==> config.mk <==
export PLATFORM = sky130hd
export DESIGN_NAME = decode_execute_stage
export DESIGN_NICKNAME = d
export VERILOG_FILES = /design/src/rtl/riscv_pkg.sv /design/src/rtl/hazard_detect.sv /design/src/rtl/decode_execute_stage.sv
export SDC_FILE = /design/constraint.sdc
export NUM_CORES = 1
export LEC_CHECK = 0
export CORE_AREA = 8 8 152 154
export CTS_CLUSTER_SIZE = 20
export DETAILED_ROUTE_END_ITERATION = 12
export DIE_AREA = 0 0 160 162
export DONT_BUFFER_PORTS = 1
export GPL_ROUTABILITY_DRIVEN = 0
export PLACE_DENSITY = 0.56
export SYNTH_ARGS = -nofsm -noshare
export SYNTH_HDL_FRONTEND = slang
export SYNTH_SLANG_ARGS = --single-unit
==> constraint.sdc <==
create_clock -name clk -period 3.7 [get_ports clk]
set_clock_uncertainty 0.05 [all_clocks]
set_input_delay 0.555 -clock clk [delete_from_list [all_inputs] [get_ports clk]]
set_output_delay 0.555 -clock clk [all_outputs]
set_load 0.01 [all_outputs]
==> src/rtl/riscv_pkg.sv <==
// Shared RV32I pipeline definitions: widths, ResultSrc encodings, E-stage control payload.
package riscv_pkg;

  localparam int unsigned XLEN_DEFAULT      = 32;
  localparam int unsigned ALUCTRL_W_DEFAULT = 3;
  localparam int unsigned CNT_W_DEFAULT     = 16;
  localparam int unsigned REG_IDX_W         = 5;
  localparam int unsigned RESULT_SRC_W      = 2;

  typedef enum logic [RESULT_SRC_W-1:0] {
    RES_ALU  = 2'b00,
    RES_LOAD = 2'b01,
    RES_PC4  = 2'b10
  } result_src_e;

  // Single-bit and ResultSrc controls carried from decode into execute
  typedef struct packed {
    logic                    reg_write;
    logic                    mem_write;
    logic [RESULT_SRC_W-1:0] result_src;
    logic                    alu_src;
    logic                    branch;
    logic                    jump;
  } ctrl_t;

  localparam ctrl_t CTRL_BUBBLE = '0;

endpackage

==> src/rtl/hazard_detect.sv <==
// Load-use interlock and branch-flush control for the fetch/decode registers.
module hazard_detect
  import riscv_pkg::*;
(
  input  logic                    i_rst_n,
  input  logic                    i_hold_all,
  input  logic                    i_pcsrc_e,
  input  logic [RESULT_SRC_W-1:0] i_result_src_e,
  input  logic                    i_reg_write_e,
  input  logic [REG_IDX_W-1:0]    i_rd_e,
  input  logic [REG_IDX_W-1:0]    i_rs1_d,
  input  logic [REG_IDX_W-1:0]    i_rs2_d,
  output logic                    o_lu,
  output logic                    o_stall_f,
  output logic                    o_stall_d,
  output logic                    o_flush_d
);

  logic w_load_in_e;
  logic w_src_match;

  // Load in E whose destination is read by D (rs2 compared even if unused); x0 never stalls
  always_comb begin
    w_load_in_e = 1'b0;
    w_src_match = 1'b0;
    o_lu        = 1'b0;
    o_stall_f   = 1'b0;
    o_stall_d   = 1'b0;
    o_flush_d   = 1'b0;
    if (i_rst_n) begin
      w_load_in_e = (i_result_src_e == RES_LOAD) && i_reg_write_e && (i_rd_e != '0);
      w_src_match = (i_rd_e == i_rs1_d) || (i_rd_e == i_rs2_d);
      o_lu        = w_load_in_e && w_src_match;
      // A taken branch squashes D, so stalling it would only waste a cycle
      o_stall_f   = (o_lu && !i_pcsrc_e) || i_hold_all;
      o_stall_d   = o_stall_f;
      o_flush_d   = i_pcsrc_e && !i_hold_all;
    end
  end

endmodule

==> src/rtl/decode_execute_stage.sv <==
// Decode->Execute pipeline register with hold/flush/load-use bubble priority and event counters.
module decode_execute_stage
  import riscv_pkg::*;
#(
  parameter int unsigned XLEN      = XLEN_DEFAULT,
  parameter int unsigned ALUCTRL_W = ALUCTRL_W_DEFAULT,
  parameter int unsigned CNT_W     = CNT_W_DEFAULT
) (
  input  logic                    clk,
  input  logic                    rst_n,
  input  logic                    HoldAll,
  input  logic                    PCSrcE,
  input  logic                    RegWriteD,
  input  logic                    MemWriteD,
  input  logic [RESULT_SRC_W-1:0] ResultSrcD,
  input  logic                    ALUSrcD,
  input  logic                    BranchD,
  input  logic                    JumpD,
  input  logic [ALUCTRL_W-1:0]    ALUControlD,
  input  logic [XLEN-1:0]         RD1_D,
  input  logic [XLEN-1:0]         RD2_D,
  input  logic [XLEN-1:0]         Imm_D,
  input  logic [XLEN-1:0]         PC_D,
  input  logic [XLEN-1:0]         PCPlus4_D,
  input  logic [REG_IDX_W-1:0]    Rs1_D,
  input  logic [REG_IDX_W-1:0]    Rs2_D,
  input  logic [REG_IDX_W-1:0]    RD_D,
  output logic                    RegWriteE,
  output logic                    MemWriteE,
  output logic                    ALUSrcE,
  output logic                    BranchE,
  output logic                    JumpE,
  output logic [RESULT_SRC_W-1:0] ResultSrcE,
  output logic [ALUCTRL_W-1:0]    ALUControlE,
  output logic [XLEN-1:0]         RD1_E,
  output logic [XLEN-1:0]         RD2_E,
  output logic [XLEN-1:0]         Imm_E,
  output logic [XLEN-1:0]         PC_E,
  output logic [XLEN-1:0]         PCPlus4_E,
  output logic [REG_IDX_W-1:0]    Rs1_E,
  output logic [REG_IDX_W-1:0]    Rs2_E,
  output logic [REG_IDX_W-1:0]    RD_E,
  output logic                    StallF,
  output logic                    StallD,
  output logic                    FlushD,
  output logic [CNT_W-1:0]        StallCnt,
  output logic [CNT_W-1:0]        FlushCnt
);

  localparam logic [CNT_W-1:0] CNT_MAX = '1;

  ctrl_t                 r_ctrl_e;
  logic [ALUCTRL_W-1:0]  r_aluctrl_e;
  logic [XLEN-1:0]       r_rd1_e;
  logic [XLEN-1:0]       r_rd2_e;
  logic [XLEN-1:0]       r_imm_e;
  logic [XLEN-1:0]       r_pc_e;
  logic [XLEN-1:0]       r_pcplus4_e;
  logic [REG_IDX_W-1:0]  r_rs1_e;
  logic [REG_IDX_W-1:0]  r_rs2_e;
  logic [REG_IDX_W-1:0]  r_rd_e;
  logic [CNT_W-1:0]      r_stall_cnt;
  logic [CNT_W-1:0]      r_flush_cnt;

  ctrl_t                 w_ctrl_d;
  logic                  w_lu;
  logic                  w_bubble;

  hazard_detect u_hazard_detect (
    .i_rst_n        (rst_n),
    .i_hold_all     (HoldAll),
    .i_pcsrc_e      (PCSrcE),
    .i_result_src_e (r_ctrl_e.result_src),
    .i_reg_write_e  (r_ctrl_e.reg_write),
    .i_rd_e         (r_rd_e),
    .i_rs1_d        (Rs1_D),
    .i_rs2_d        (Rs2_D),
    .o_lu           (w_lu),
    .o_stall_f      (StallF),
    .o_stall_d      (StallD),
    .o_flush_d      (FlushD)
  );

  // Pack decoded controls and decide whether this edge inserts a bubble
  always_comb begin
    w_ctrl_d            = CTRL_BUBBLE;
    w_ctrl_d.reg_write  = RegWriteD;
    w_ctrl_d.mem_write  = MemWriteD;
    w_ctrl_d.result_src = ResultSrcD;
    w_ctrl_d.alu_src    = ALUSrcD;
    w_ctrl_d.branch     = BranchD;
    w_ctrl_d.jump       = JumpD;
    w_bubble            = PCSrcE || w_lu;
  end

  // E register: reset > hold > flush/load-use bubble > capture
  always_ff @(posedge clk) begin
    if (!rst_n) begin
      r_ctrl_e    <= CTRL_BUBBLE;
      r_aluctrl_e <= '0;
      r_rd1_e     <= '0;
      r_rd2_e     <= '0;
      r_imm_e     <= '0;
      r_pc_e      <= '0;
      r_pcplus4_e <= '0;
      r_rs1_e     <= '0;
      r_rs2_e     <= '0;
      r_rd_e      <= '0;
    end else if (!HoldAll) begin
      if (w_bubble) begin
        r_ctrl_e    <= CTRL_BUBBLE;
        r_aluctrl_e <= '0;
        r_rd1_e     <= '0;
        r_rd2_e     <= '0;
        r_imm_e     <= '0;
        r_pc_e      <= '0;
        r_pcplus4_e <= '0;
        r_rs1_e     <= '0;
        r_rs2_e     <= '0;
        r_rd_e      <= '0;
      end else begin
        r_ctrl_e    <= w_ctrl_d;
        r_aluctrl_e <= ALUControlD;
        r_rd1_e     <= RD1_D;
        r_rd2_e     <= RD2_D;
        r_imm_e     <= Imm_D;
        r_pc_e      <= PC_D;
        r_pcplus4_e <= PCPlus4_D;
        r_rs1_e     <= Rs1_D;
        r_rs2_e     <= Rs2_D;
        r_rd_e      <= RD_D;
      end
    end
  end

  // Saturating stall/flush event counters, frozen while held
  always_ff @(posedge clk) begin
    if (!rst_n) begin
      r_stall_cnt <= '0;
      r_flush_cnt <= '0;
    end else if (!HoldAll) begin
      if (w_lu && !PCSrcE && (r_stall_cnt != CNT_MAX)) begin
        r_stall_cnt <= r_stall_cnt + CNT_W'(1);
      end
      if (PCSrcE && (r_flush_cnt != CNT_MAX)) begin
        r_flush_cnt <= r_flush_cnt + CNT_W'(1);
      end
    end
  end

  assign RegWriteE   = r_ctrl_e.reg_write;
  assign MemWriteE   = r_ctrl_e.mem_write;
  assign ResultSrcE  = r_ctrl_e.result_src;
  assign ALUSrcE     = r_ctrl_e.alu_src;
  assign BranchE     = r_ctrl_e.branch;
  assign JumpE       = r_ctrl_e.jump;
  assign ALUControlE = r_aluctrl_e;
  assign RD1_E       = r_rd1_e;
  assign RD2_E       = r_rd2_e;
  assign Imm_E       = r_imm_e;
  assign PC_E        = r_pc_e;
  assign PCPlus4_E   = r_pcplus4_e;
  assign Rs1_E       = r_rs1_e;
  assign Rs2_E       = r_rs2_e;
  assign RD_E        = r_rd_e;
  assign StallCnt    = r_stall_cnt;
  assign FlushCnt    = r_flush_cnt;

endmodule

### Word level (Yosys, flattened, before mapping)

Cells that the tools add are included.

| storage, ports and cells | value |
|---|---|
| output and inout port bits | 220 |
| logic and storage cells | 54 |
| input bits | 189 |
| bits in registers | 217 |

| operators by class | value |
|---|---|
| reduce and logical (&&, ||, !) cells | 16 |
| bitwise logic cells | 1 |
| equal/unequal tests | 5 |
| mux-type cells | 13 |
| add/sub/neg operators | 2 |

Operators with widths:

| cell | number |
|---|---|
| $mux 32 | 5 |
| $add 16x1->16 const B | 2 |
| $ne 16x16->1 const B | 2 |
| $mux 5 | 3 |
| $eq 5x5->1 | 2 |
| $logic_and 1x1->1 | 8 |
| $mux 7 | 1 |
| $reduce_bool 5->1 | 1 |
| $reduce_and 2->1 | 2 |
| $logic_or 1x1->1 | 3 |
| $mux 1 | 3 |
| $mux 3 | 1 |
| $eq 2x1->1 const B | 1 |
| $logic_not 1->1 | 2 |
| $not 1->1 | 1 |

### Logic depth before layout (Yosys ltp)

Gate-level depths: netlist of run 1.

| logic depth | value |
|---|---|
| word-level depth | 8 |
| gate-level depth with buffers | 9 |
| mapped depth without buffers | 7 |

### Cells and area by module

Synthesis of run 1 repeated with hierarchy kept, for this count alone.

| second synthesis, totals | value |
|---|---|
| cells, all modules | 822 |
| area total of the unflattened synthesis | 8,368.0 um^2 |

By module, submodules not included:

| module | instances | area each (um^2) | cells an instance |
|---|---|---|---|
| decode_execute_stage | 1 | 8,195.4 | 795 |
| hazard_detect | 1 | 172.7 | 27 |

### Worst setup path before layout of run 1

Ideal clock, no wire load.

| path | value |
|---|---|
| path kind | input to output |
| start | in rst_n |
| end | out StallF |
| data required time | 3.095 ns |
| buffers on the path | 5 |
| path slack | 1.025 ns |
| stages | 7 |
| arrival time | 2.070 ns |
| cells stage by stage | clkbuf_1 -> and2_1 -> clkbuf_1 -> clkbuf_1 -> buf_1 -> o21bai_1 -> buf_4 |

| between the ends | value |
|---|---|
| word-level cells in the longest chain between the ends | 1 |

RTL lines:

| element | line | text |
|---|---|---|
| from (decl) | decode_execute_stage.sv:10 | `input logic rst_n,` |
| $mux 1 | -- |  |
| to (decl) | decode_execute_stage.sv:43 | `output logic StallF,` |

Every way passes these cells.

### Worst setup path after layout of run 1

| path | value |
|---|---|
| start | reg r_rd_e[1], in the netlist RD_E[1] |
| end | out StallF |

| between the ends | value |
|---|---|
| word-level cells in the longest chain between the ends | 6 |
| elaborated cells on any way between the ends | 9 |
| classes of those cells | eq/ne (2); mux (1); reduce/logical (6) |

RTL lines:

| element | line | text |
|---|---|---|
| from (decl) | decode_execute_stage.sv:61 | `logic [REG_IDX_W-1:0] r_rd_e;` |
| from (signal assigned) | decode_execute_stage.sv:108 | `r_rd_e <= '0;` |
| from (signal assigned) | decode_execute_stage.sv:120 | `r_rd_e <= '0;` |
| from (signal assigned) | decode_execute_stage.sv:131 | `r_rd_e <= RD_D;` |
| $eq 5x5->1 / $reduce_bool 5->1 (equally long branches) | hazard_detect.sv:32, hazard_detect.sv:31 |  |
| $logic_or 1x1->1 / $logic_and 1x1->1 (equally long branches) | hazard_detect.sv:32, hazard_detect.sv:31 |  |
| $logic_and 1x1->1 * | hazard_detect.sv:33 | `o_lu = w_load_in_e && w_src_match;` |
| $logic_and 1x1->1 * | hazard_detect.sv:35 | `o_stall_f = (o_lu && !i_pcsrc_e) \|\| i_hold_all;` |
| $logic_or 1x1->1 * | hazard_detect.sv:35 |  |
| $mux 1 * | -- |  |

Every way passes the cells marked *; elsewhere a longest branch is shown, timed or not.

==> impl_metrics.csv, run 1 <==
group,metric,value,unit
power,leakage,3.10,nW
cells_and_area,multi_input_area,0.00263,sq mm
logic_synthesis,ys.flop_type,"dfxtp_1",
cts,cts_resized,0,
logic_synthesis,async_flop_share,0,%
logic_synthesis,syn_nets,803,
worst_setup_path,critPathLaunchType,"register",
job,max_cap_violations,0,
global_routing,grt_max_degree,116,
cells_and_area,syn2layout_area_growth,12.5,%
worst_setup_path,crit_type,"reg -> out",
worst_setup_path,critPathMaxFanout,5,
logic_synthesis,yosys.area_share.simple,7.64,%
drt,top_layer_used,"met4",
logic_synthesis,ys_ff_latch,217,
logic_synthesis,postSynthAreaPerCell,11.8,sq um
logic_synthesis,synth_top_family_by_area,"compound AO/OA/AOI/OAI gates",
floorplan,core,0.0207,sq mm
drt,firstDrtPassIters,5,
cts,clk_latency,490,ps
cts,cts_root_buf,"clkbuf_16",
floorplan,num_io_pins,409,
cells_and_area,seq_area,0.00434,sq mm
cells_and_area,fill_cells,1981,
drt,wl_met2,11500,um
drt,viasPerCell,5.58,
run_status,status,"completed",
timing,setup_tns,0,ps
logic_synthesis,synth_compound_area_share,24.6,%
logic_synthesis,yosysUniqueCellTypes,38,
power,p_sw,1.05,mW
timing,fin_crit,3050,ps
cts,cts_setup_buffers,0,
logic_synthesis,synth_fa_ha_area_share,0.347,%
cells_and_area,drive_above_1_share,7.11,%
cells_and_area,final_core_util,39.2,%
drt,drcViolationCount,0,
power,p_sw_share,21.8,%
drt,antenna_left,0,
cts,cts_hold_buffers,0,
floorplan,die_area,0.0259,sq mm
floorplan,fp.dieH,162,um
logic_synthesis,synth-xor-area-share,3.40,%
drt,m1WireLength,8080,um
global_routing,grt_overflow,0,
power,internal_power,3.77,mW
logic_synthesis,synth_cells,612,
cts,htree_levels,1,
power,pwr-share-seq,52.4,%
global_routing,grt_antenna_before_repair,0,
drt,drtIter0Drc,382,
drt,num_vias,4907,
cts,cts_buffers,21,
timing,setup_viol,0,
cts,clk_pin_slew,70,ps
cells_and_area,stdcell_area,0.00810,sq mm
worst_setup_path,worstPathRequired,3090,ps
worst_setup_path,cp.arrival,2450,ps
power,power.density,595,mW/mm^2
timing,rsz0062_at_grt,"false",
placed_design,postPlaceCellArea,0.00741,sq mm
logic_synthesis,seq_area_frac_synth,60.3,%
placed_design,hpwl,17300,um
cts,clock_sinks,217,
floorplan,start_util,34.8,%
drt,wl,22900,um
timing,hold_viol_final,0,
worst_hold_path,hp-class,"in -> reg",
logic_synthesis,synth-edff-count,0,
cts,cts_tree,"built",
global_routing,grt_pass1_vias,4859,
global_routing,grt_pass1_wl,32800,um
timing,fmax,328,MHz
power,share_comb_of_total_power,3.4,%
placed_design,portBuffers,0,
logic_synthesis,synth_mux_area_share,0.417,%
floorplan,rows,53,
floorplan,die_w,160,um
worst_setup_path,end_kind,"primary output",
cts,cts_max_path_buffers,3,
power,ir_drop,314,uV
logic_synthesis,synth.cell_area,0.00720,sq mm
timing,slew_headroom,49.0,%
logic_synthesis,synth.yosys.warnings,0,
power,clockPowerShare,44.2,%
timing,final_max_slew_viol_count,0,
cells_and_area,insertedDiodeCount,0,
timing,tightest_slew,764,ps
timing,min_period_over_period,82.5,%
global_routing,grt_use_total,16.0,%
cells_and_area,fin_nets,783,
drt,routed-wl-met3,2790,um
drt,wl_per_cell,26.0,um
worst max-delay path: stages (launching register included):
cell and delay, ps:
dfxtp_1 560, xnor2_1 180, nand2_1 140, o22ai_1 340, nand2b_1 170, o21bai_1 570
state kept, by name, summed over array words and instances (netlist names), 16 cells and up:
name and count:
Imm_E 32, RD1_E 32, PC_E 32, StallCnt 16
FlushCnt 16, RD2_E 32, PCPlus4_E 32
final timing paths:
check	from	end	slack (ps)	depth (start not counted)
worst max-delay path	RD_E[1]	StallF	650	5
worst min-delay path	PC_D[6]	PC_E[6]	130	1
worst min register to register	RD2_E[15]	RD2_E[15]	510	1
worst max register to register	RD_E[3]	StallCnt[13]	890	6
cell families (layout without fill, tap and decap cells):
logic type | count (synthesis) | in the layout
compound gates | 210 | 210
xor+xnor | 28 | 28
fa+ha+maj | 2 | 2
buf+inv | 52 | 45
flops | 217 | 217
mux | 3 | 3
simple gates | 100 | 100
final cells by class:
cell class | count | share of cell area, %
repair buffers | 5 | 0.926
clock inverters | 8 | 1.19
well taps | 275 | 4.25
flip-flops and latches | 217 | 53.6
inverters | 4 | 0.185
multi-input cells | 343 | 32.4
clock buffers | 28 | 7.43
cell usage in the layout (no fill, tap or decap), types with 2 or more instances in the layout:
master,synthesis,final
a21oi_1,9,9
a22o_1,185,185
and2_1,8,7
and3_1,7,7
and4b_1,2,2
buf_12,0,3
buf_4,6,2
bufinv_16,0,2
clkbuf_1,27,2
clkbuf_16,0,21
clkbuf_8,0,5
clkinv_2,0,4
dfxtp_1,217,217
ha_1,2,2
inv_1,3,3
mux2i_1,3,3
nand2_1,14,14
nand2b_1,2,2
nand3_1,15,15
nand4_1,10,10
nor2_1,20,20
nor3_1,4,4
nor4_1,5,5
o21ai_0,4,4
o21bai_1,2,2
o31ai_1,4,4
or3_1,4,4
or4_1,5,5
xnor2_1,16,16
xor2_1,12,12
metrics by stage:
step                cells  worst slack (ps)  power (mW)  hold slack, ps
floorplan             612              1030        2.69             464
global placement      844               980        2.74             495
detailed placement    844               897        2.75             498
CTS                   880               592        4.89             110
global route          880               496        5.00             113
finish                880               649        4.83             135
power groups by stage:
stage | Clock [mW] | Combinational, mW | Sequential [mW]
5_1_grt | 2.28 | 0.179 | 2.54
4_1_cts | 2.19 | 0.165 | 2.53
2_1_floorplan | 0 | 0.139 | 2.55
3_3_place_gp | 0 | 0.155 | 2.58
3_5_place_dp | 0 | 0.165 | 2.58
6_report | 2.13 | 0.164 | 2.53
per-layer routing:
metal,vias to the layer above,GRT usage (%)
met5,-,0
met4,0,5.18
met3,43,6.76
met2,331,28.0
met1,2266,17.1
li1,2267,-
Yosys cell counts (2+ instances only):
cell type,n,share of area (%)
a21oi_1,9,0.63
a22o_1,185,22
and2_1,8,0.69
and3_1,7,0.61
and4b_1,2,0.28
buf_2,14,0.97
buf_4,6,0.63
clkbuf_1,27,1.4
dfxtp_1,217,60
ha_1,2,0.35
inv_1,3,0.16
mux2i_1,3,0.42
nand2_1,14,0.73
nand2b_1,2,0.17
nand3_1,15,1.0
nand4_1,10,0.87
nor2_1,20,1.0
nor3_1,4,0.28
nor4_1,5,0.43
o21ai_0,4,0.28
o21bai_1,2,0.21
o31ai_1,4,0.42
or3_1,4,0.35
or4_1,5,0.52
xnor2_1,16,1.9
xor2_1,12,1.5
(Power assumes the default switching activity.)
==> run 2, diff against run 1 <==
CORE_AREA = 8 8 153 155   (was 8 8 152 154)
DIE_AREA = 0 0 161 163   (was 0 0 160 162)
PLACE_DENSITY = 0.57   (was 0.56)
clock period = 2.6 ns   (was 3.7 ns; I/O delays follow)
==> run 2 against run 1 <==
  * The run now fails in 4_1_cts
  * Synthesized area is the same
  * Synthesized cell count unchanged
==> impl_metrics.csv, run 2 <==
group,metric,value,unit
floorplan,start_util,34.6,%
logic_synthesis,async_flop_share,0,%
run_status,status,"aborted with a tool error",
cts,htree_levels,1,
logic_synthesis,yosysUniqueCellTypes,38,
logic_synthesis,synth.cell_area,0.00720,sq mm
cts,cts_root_buf,"clkbuf_16",
cts,cts_setup_buffers,0,
floorplan,num_io_pins,409,
logic_synthesis,syn_nets,803,
logic_synthesis,synth.yosys.warnings,0,
cts,clock_sinks,217,
cts,cts_hold_buffers,179,
logic_synthesis,synth-edff-count,0,
logic_synthesis,synth_top_cell_by_area,"dfxtp_1",
logic_synthesis,ys.flop_type,"dfxtp_1",
logic_synthesis,postSynthAreaPerCell,11.8,sq um
logic_synthesis,synth_most_common_cell,"dfxtp_1",
placed_design,hpwl,17400,um
placed_design,portBuffers,0,
logic_synthesis,synth_common_cells,"dfxtp_1 (217), a22o_1 (185), clkbuf_1 (27), nor2_1 (20), xnor2_1 (16)",
run_status,error,"[ERROR RSZ-0060] Max buffer count reached.",
logic_synthesis,seq_area_frac_synth,60.3,%
run_status,haltStage,"4_1_cts",
cts,cts_buffers,22,
logic_synthesis,ys_ff_latch,217,
cts,cts_max_path_buffers,3,
floorplan,fp.dieH,163,um
cts,cts_resized,4,
logic_synthesis,synth_cells,612,
floorplan,die_w,161,um
logic_synthesis,ys_top_cells_by_area,"dfxtp_1 (60%), a22o_1 (22%), xnor2_1 (1.9%), xor2_1 (1.5%), clkbuf_1 (1.4%)",
logic_synthesis,yosys.area.top_type_share,60.3,%
placed_design,placedCellCount,850,
floorplan,rows,53,
[run 2: through the flow]
stage	util, %	hold slack, ps	setup slack (ps)	instance area [sq um]
global placement	35.8	466	175	7450
detailed placement	35.8	469	77.9	7450
floorplan	-	464	255	7200
[run 2: cell families after synthesis]
| group | count (synthesis) | share of synthesized area [%] |
|---|---|---|
| flops | 217 | 60.3 |
| compound gates | 210 | 24.6 |
| simple gates | 100 | 7.64 |
| buf+inv | 52 | 3.26 |
| xor+xnor | 28 | 3.40 |
| mux | 3 | 0.417 |
| fa+ha+maj | 2 | 0.347 |
==> run 3, diff against run 2 <==
CORE_AREA = 8 8 152 154   (was 8 8 153 155)
CTS_CLUSTER_SIZE = unset   (was 20)
DIE_AREA = 0 0 160 162   (was 0 0 161 163)
PLACE_DENSITY = unset   (was 0.57)
PLACE_DENSITY_LB_ADDON = 0.15   (was unset)
clock period = 3.4 ns   (was 2.6 ns; I/O delays follow)
==> run 3 against run 2 <==
  * The flow now finishes without violations
==> impl_metrics.csv, run 3 (synthesis results as in run 1) <==
group,metric,value,unit
floorplan,num_io_pins,409,
cells_and_area,fin_nets,787,
timing,rsz0062_at_grt,"false",
power,ir_drop,299,uV
cts,cts_setup_buffers,0,
cells_and_area,final_core_util,39.4,%
power,power.total,5.39,mW
worst_setup_path,crit_type,"reg -> out",
cts,clk_pin_slew,60,ps
cts,cts_tree,"built",
floorplan,die_w,160,um
timing,fmax,342,MHz
cells_and_area,drive_above_1_share,7.69,%
timing,fin_crit,2920,ps
drt,antenna_left,0,
cts,htree_levels,1,
global_routing,grt_use_total,16.5,%
worst_setup_path,critPathLaunchType,"register",
cells_and_area,insertedDiodeCount,0,
cts,cts_max_path_buffers,3,
drt,drcViolationCount,0,
cells_and_area,fill_cells,1984,
drt,wl_per_cell,26.5,um
floorplan,die_area,0.0259,sq mm
cts,cts_hold_buffers,0,
job,max_cap_violations,0,
global_routing,grt_antenna_before_repair,0,
cts,cts_resized,0,
timing,min_period_over_period,85.9,%
cts,clock_sinks,217,
drt,firstDrtPassIters,4,
cts,clk_latency,510,ps
floorplan,start_util,34.8,%
timing,setup_tns,0,ps
drt,wl,23500,um
worst_setup_path,critPathMaxFanout,5,
power,power.density,661,mW/mm^2
cells_and_area,final_cell_mix,"dfxtp_1 (217), a22o_1 (185), clkbuf_16 (23), nor2_1 (20), xnor2_1 (16)",
timing,slew_headroom,41.1,%
floorplan,fp.dieH,162,um
drt,num_vias,4945,
worst_setup_path,cp.arrival,2360,ps
power,leakage,3.12,nW
placed_design,post-place-ws,899,ps
floorplan,core,0.0207,sq mm
drt,viasPerCell,5.58,
timing,hold_viol_final,0,
timing,setup_ws,479,ps
run_status,status,"completed",
cells_and_area,final_common_cell,"dfxtp_1",
floorplan,rows,53,
cells_and_area,syn2layout_area_growth,13.2,%
placed_design,portBuffers,0,
worst_hold_path,hp-class,"in -> reg",
drt,drtIter0Drc,390,
timing,setup_viol,0,
timing,tightest_slew,884,ps
cts,cts_buffers,23,
cts,cts_root_buf,"clkbuf_16",
timing,final_max_slew_viol_count,0,
global_routing,grt_pass1_wl,34000,um
global_routing,grt_overflow,0,
placed_design,hpwl,17400,um
worst_setup_path,worstPathRequired,2840,ps
global_routing,grt_max_degree,102,
worst_setup_path,end_kind,"primary output",
global_routing,grt_pass1_vias,5043,
==> run 3: worst paths after layout <==
path | start | end | slack (ps) | cells past startpoint
max | RD_E[2] | StallF | 480 | 5
min | Rs2_D[0] | Rs2_E[0] | 70 | 1
max reg2reg | RD_E[2] | StallCnt[7] | 910 | 7
min reg2reg | Imm_E[28] | Imm_E[28] | 510 | 1
==> run 3: routing by layer <==
layer | global-route usage, % | share of wire (%) | vias up
met4 | 5.82 | 2.6 | 0
met5 | 0 | 0 | -
li1 | - | - | 2268
met3 | 7.14 | 12 | 42
met2 | 28.9 | 50 | 312
met1 | 17.6 | 35 | 2323
==> run 3: layout make-up <==
cell class / instances / area, sq um / area share [%]
clock buffers: 33 / 673 / 8.25
clock inverters: 7 / 73.8 / 0.905
inverters: 4 / 15.0 / 0.184
multi-input cells: 343 / 2630 / 32.2
flip-flops and latches: 217 / 4340 / 53.3
well taps: 275 / 344 / 4.22
repair buffers: 7 / 77.6 / 0.951
==> run 3: critical path: stages (launching register included) <==
cell and delay (ps):
dfxtp_1 570, xnor2_1 190, nand3_1 100, o22ai_1 350, nand2b_1 170, o21bai_1 470
==> run 3: stage by stage <==
| step | hold WS [ps] | instance area (sq um) | cells |
|---|---|---|---|
| 6_report | 73.6 | 8160 | 886 |
| 5_1_grt | 45.3 | 8160 | 886 |
| 4_1_cts | 47.5 | 8160 | 886 |
| 3_5_place_dp | 499 | 7410 | 846 |
| 3_3_place_gp | 501 | 7410 | 846 |
| 2_1_floorplan | 464 | 7200 | 612 |
==> run 3: report_power, final <==
part           switching [mW]  internal [mW]  total (mW)
sequential              0.120           2.63        2.75
clock                    1.01           1.45        2.46
combinational          0.0993         0.0791       0.178
